$ cat config.mk
export PLATFORM = sky130hd
export DESIGN_NAME = data_memory
export DESIGN_NICKNAME = d
export VERILOG_FILES = /design/src/rtl/rv32i_pkg.sv /design/src/rtl/data_memory.sv
export SDC_FILE = /design/constraint.sdc
export NUM_CORES = 2
export LEC_CHECK = 0
export BUFFER_PORTS_ARGS = -buffer_cell sky130_fd_sc_hd__buf_2
export CORE_MARGIN = 10
export CORE_UTILIZATION = 35
export CTS_CLUSTER_DIAMETER = 100
export CTS_CLUSTER_SIZE = 14
export DETAILED_ROUTE_END_ITERATION = 16
export SYNTH_ARGS = -nofsm -noshare
export SYNTH_HDL_FRONTEND = slang
export SYNTH_SLANG_ARGS = --single-unit
$ cat constraint.sdc
create_clock -name clk -period 4.3 [get_ports clk]
set_input_delay 0.215 -clock clk [delete_from_list [all_inputs] [get_ports clk]]
set_output_delay 0.215 -clock clk [all_outputs]
set_load 0.05 [all_outputs]
$ cat src/rtl/rv32i_pkg.sv
// Shared RV32I core constants: datapath width and default memory sizing,
// used by the data memory, instruction memory and core top.
package rv32i_pkg;

  localparam int XLEN       = 32;
  localparam int DMEM_DEPTH = 64;

endpackage : rv32i_pkg

$ cat src/rtl/data_memory.sv
// Word-organised data memory: combinational read, rising-edge full-word write,
// asynchronous active-low clear of the whole array.
module data_memory
  import rv32i_pkg::*;
#(
  parameter int DEPTH = DMEM_DEPTH
) (
  input  logic            clk,
  input  logic            rst_n,
  input  logic [XLEN-1:0] a,
  input  logic [XLEN-1:0] wd,
  input  logic            we,
  output logic [XLEN-1:0] rd
);

  localparam int AW = $clog2(DEPTH);

  generate
    if (DEPTH < 2 || (DEPTH & (DEPTH - 1)) != 0) begin : g_bad_depth
      $error("data_memory: DEPTH must be a power of two and at least 2");
    end
  endgenerate

  logic [XLEN-1:0] mem [DEPTH];
  logic [AW-1:0]   idx;

  // Byte offset and upper address bits are ignored: misaligned accesses hit the
  // containing word and addresses alias modulo DEPTH*4 bytes.
  assign idx = a[AW+1:2];

  logic unused_addr_bits;
  assign unused_addr_bits = ^{a[1:0], a[XLEN-1:AW+2]};

  always_ff @(posedge clk or negedge rst_n) begin
    if (!rst_n) begin
      for (int i = 0; i < DEPTH; i++) begin
        mem[i] <= '0;
      end
    end else if (we) begin
      mem[idx] <= wd;
    end
  end

  // No write-through bypass: a same-address write shows up only after the edge.
  assign rd = mem[idx];

endmodule : data_memory

==> results.py <==
metrics = {
    "synthesis": {
        "syn_area_per_cell_um2": 13.5,
        "yosysSeqAreaShare_pct": 55.6,
        "synth-edff-count": 0,
        "synth_cell_types": 60,
        "synth_flop_cell": "dfrtp_1",
        "synth_nets": 6875,
        "synth_cells": 6808,
        "synth.cell_area_mm2": 0.0922,
        "synth-async-reset-ratio_pct": 100,
        "synth_seq_cells": 2048,
        "yosys_warnings": 0,
    },
    "finish": {
        "multi_input_area_mm2": 0.0380,
        "reg_top3": "mem: 2048 flops",
        "drive_above_1_share_pct": 42.2,
        "final_cell_mix": "mux2_2 (2067), dfrtp_1 (2048), a22oi_1 (428)",
        "regMostFlops": "mem",
        "final_common_cell": "mux2_2",
        "regArea_mm2": 0.0512,
        "fin_util_pct": 39.0,
        "area_growth_pct": 10.8,
        "largest_reg_flops": 2048,
        "finalInstanceArea_mm2": 0.102,
        "fillCellCount": 24400,
        "nets": 6667,
        "fin_cells": 10100,
    },
    "place": {
        "io_buffers": 72,
        "postPlaceCellArea_mm2": 0.0977,
        "gp_congestion": 0.833,
        "detailed_place_hpwl_mm": 186,
        "dp_cells": 9945,
        "dp_slack_ns": 0.420,
    },
    "worst_setup_path": {
        "cp-start-kind": "input port",
        "end_kind": "output port",
        "path_max_fanout": 47,
        "path_cells": "buf_8 > nor2b_4 > buf_12 > buf_4 > a221o_1 > nand2_1 > nor4_1 > buf_4 > nor3_1 > nand3_1 > buf_12",
        "crit_required_ns": 4.09,
        "crit_family": "simple AND/OR/NAND/NOR gates",
        "cpMaxStageDelayCell": "nor2b_4",
        "criticalPathCategory": "in2out",
        "path_buf_inv": 5,
        "crit_arrival_ns": 3.83,
        "critPathMaxStageDelay_ns": 0.89,
    },
    "timing": {
        "max_freq_mhz": 247,
        "worst_pin_slew_ns": 1.24,
        "rsz0062_at_grt": "no",
        "slew_viol_final": 0,
        "setup_viol": 0,
        "max-slew-margin-rel_pct": 17.3,
        "clock_skew_ns": 0,
        "finalHoldViolations": 0,
        "finalCritPeriodShare_pct": 94.2,
        "min_period_ns": 4.05,
        "holdWs_ns": 0.149,
        "setup_slack_ns": 0.250,
        "setup_tns_ns": 0,
    },
    "die": {
        "row_count": 188,
        "die_area_mm2": 0.284,
        "die_w_um": 533,
        "core_mm2": 0.262,
        "io_pins": 99,
        "die_h_um": 533,
        "start_util_pct": 35.2,
    },
    "routing": {
        "viasPerCell": 6.07,
        "drtIter0Drc": 6547,
        "drc": 0,
        "wl_per_cell_um": 31.3,
        "detail-route-antenna-nets": 0,
        "drtPass1Iterations": 6,
        "routed_wl_mm": 318,
        "vias": 61500,
    },
    "run_status": {
        "status": "complete, no violations",
    },
    "grt": {
        "grt_pass1_vias": 62900,
        "grt_pass1_wl_mm": 460,
        "antenna_found_initial": 16,
        "grtUsageTotal_pct": 21.6,
        "grt_overflow": 0,
        "grt_max_degree": 178,
    },
    "clock_tree": {
        "cts_made_buffers": 166,
        "clk_latency_ns": 0.84,
        "clockBufferDepth": 3,
        "cts-root-buf": "clkbuf_16",
        "clock-sinks": 2048,
        "cts_tree": "built",
        "htree_levels": 4,
        "path_clk_slew_ns": 0.07,
        "post_cts_resized": 0,
    },
    "power": {
        "p_total_mw": 43.1,
        "powerDensity_mw_per_mm2": 422,
        "p_leak_nw": 45.9,
        "ir_drop_mv": 0.405,
    },
    "min_path": {
        "hp-class": "in2reg",
    },
    "run": {
        "max_cap_violations": 0,
    },
}
logic make-up after synthesis:
family | count (synthesis) | synth area share (%)
compound gates | 1404 | 10.8
buf+inv | 759 | 3.68
flops | 2048 | 55.6
mux | 2256 | 28.2
simple gates | 341 | 1.80
power by group:
group | internal, mW | total [mW] | switching [mW] | leakage, nW
clock network | 7.01 | 14.0 | 7.00 | 2.18
registers | 21.8 | 23.1 | 1.26 | 27.2
logic | 2.96 | 6.02 | 3.06 | 16.6
total | 31.8 | 43.1 | 11.3 | 45.9
path summary, 6_finish.rpt:
kind | startpoint | to | slack, ns | cells past startpoint
max in group asynchronous | rst_n | mem[1880] | 2.95 | 3
worst min-delay path | wd[21] | mem[437] | 0.15 | 3
worst max-delay path | a[3] | rd[13] | 0.25 | 11
min in group asynchronous | rst_n | mem[234] | 0.24 | 3
worst max register to register | mem[383] | mem[383] | 3.51 | 1
worst min register to register | mem[1949] | mem[1949] | 0.49 | 1
synth_stat cells (10+ instances only):
cell type | n | area [µm²]
nor3_1 | 11 | 55.1
mux4_2 | 63 | 1420
a21oi_1 | 266 | 1330
o221ai_1 | 17 | 149
nand2b_1 | 20 | 125
o2bb2ai_1 | 12 | 105
o21ai_0 | 150 | 751
clkbuf_1 | 302 | 1130
a22oi_1 | 428 | 3210
or4_1 | 13 | 97.6
nand2_1 | 113 | 424
buf_2 | 247 | 1240
o22ai_1 | 85 | 532
mux2i_1 | 111 | 1110
a211oi_1 | 27 | 203
buf_1 | 156 | 586
a22o_1 | 52 | 455
nand4_1 | 11 | 68.8
dfrtp_1 | 2048 | 51200
a221o_1 | 14 | 140
mux2_2 | 2067 | 23300
a221oi_1 | 273 | 2390
buf_6 | 10 | 113
nor4_1 | 18 | 113
mux2_1 | 15 | 169
buf_4 | 42 | 315
nor2_1 | 80 | 300
nand3_1 | 25 | 125
o211ai_1 | 21 | 158
cell type report:
type,count,share of cell area (%)
clock buffers,170,4.16
well taps,3515,4.30
multi-input cells,4001,37.2
clock inverters,13,0.169
repair buffers,381,3.98
diodes,7,0.0171
inverters,2,0.00735
flip-flops and latches,2048,50.2
worst min-delay path, stage by stage:
cell and delay, ns:
buf_2 0.10, buf_4 0.27, mux2_2 0.35
what timing repair did:
action / in CTS / in global routing
setup buffers: 0 / 0
endpoints found under the hold margin: 573 / 0
hold buffers: 2 / 0
per-layer routing:
layer	share of wire (%)	wire [µm]	vias to the layer above	GRT usage, %
met4	5.6	17700	10	10.5
met5	0.021	66	-	0
met3	7.9	25200	705	4.71
met2	45	144000	2552	33.8
li1	-	-	24900	-
met1	41	130000	33300	28.5
(Power assumes the default switching activity.)
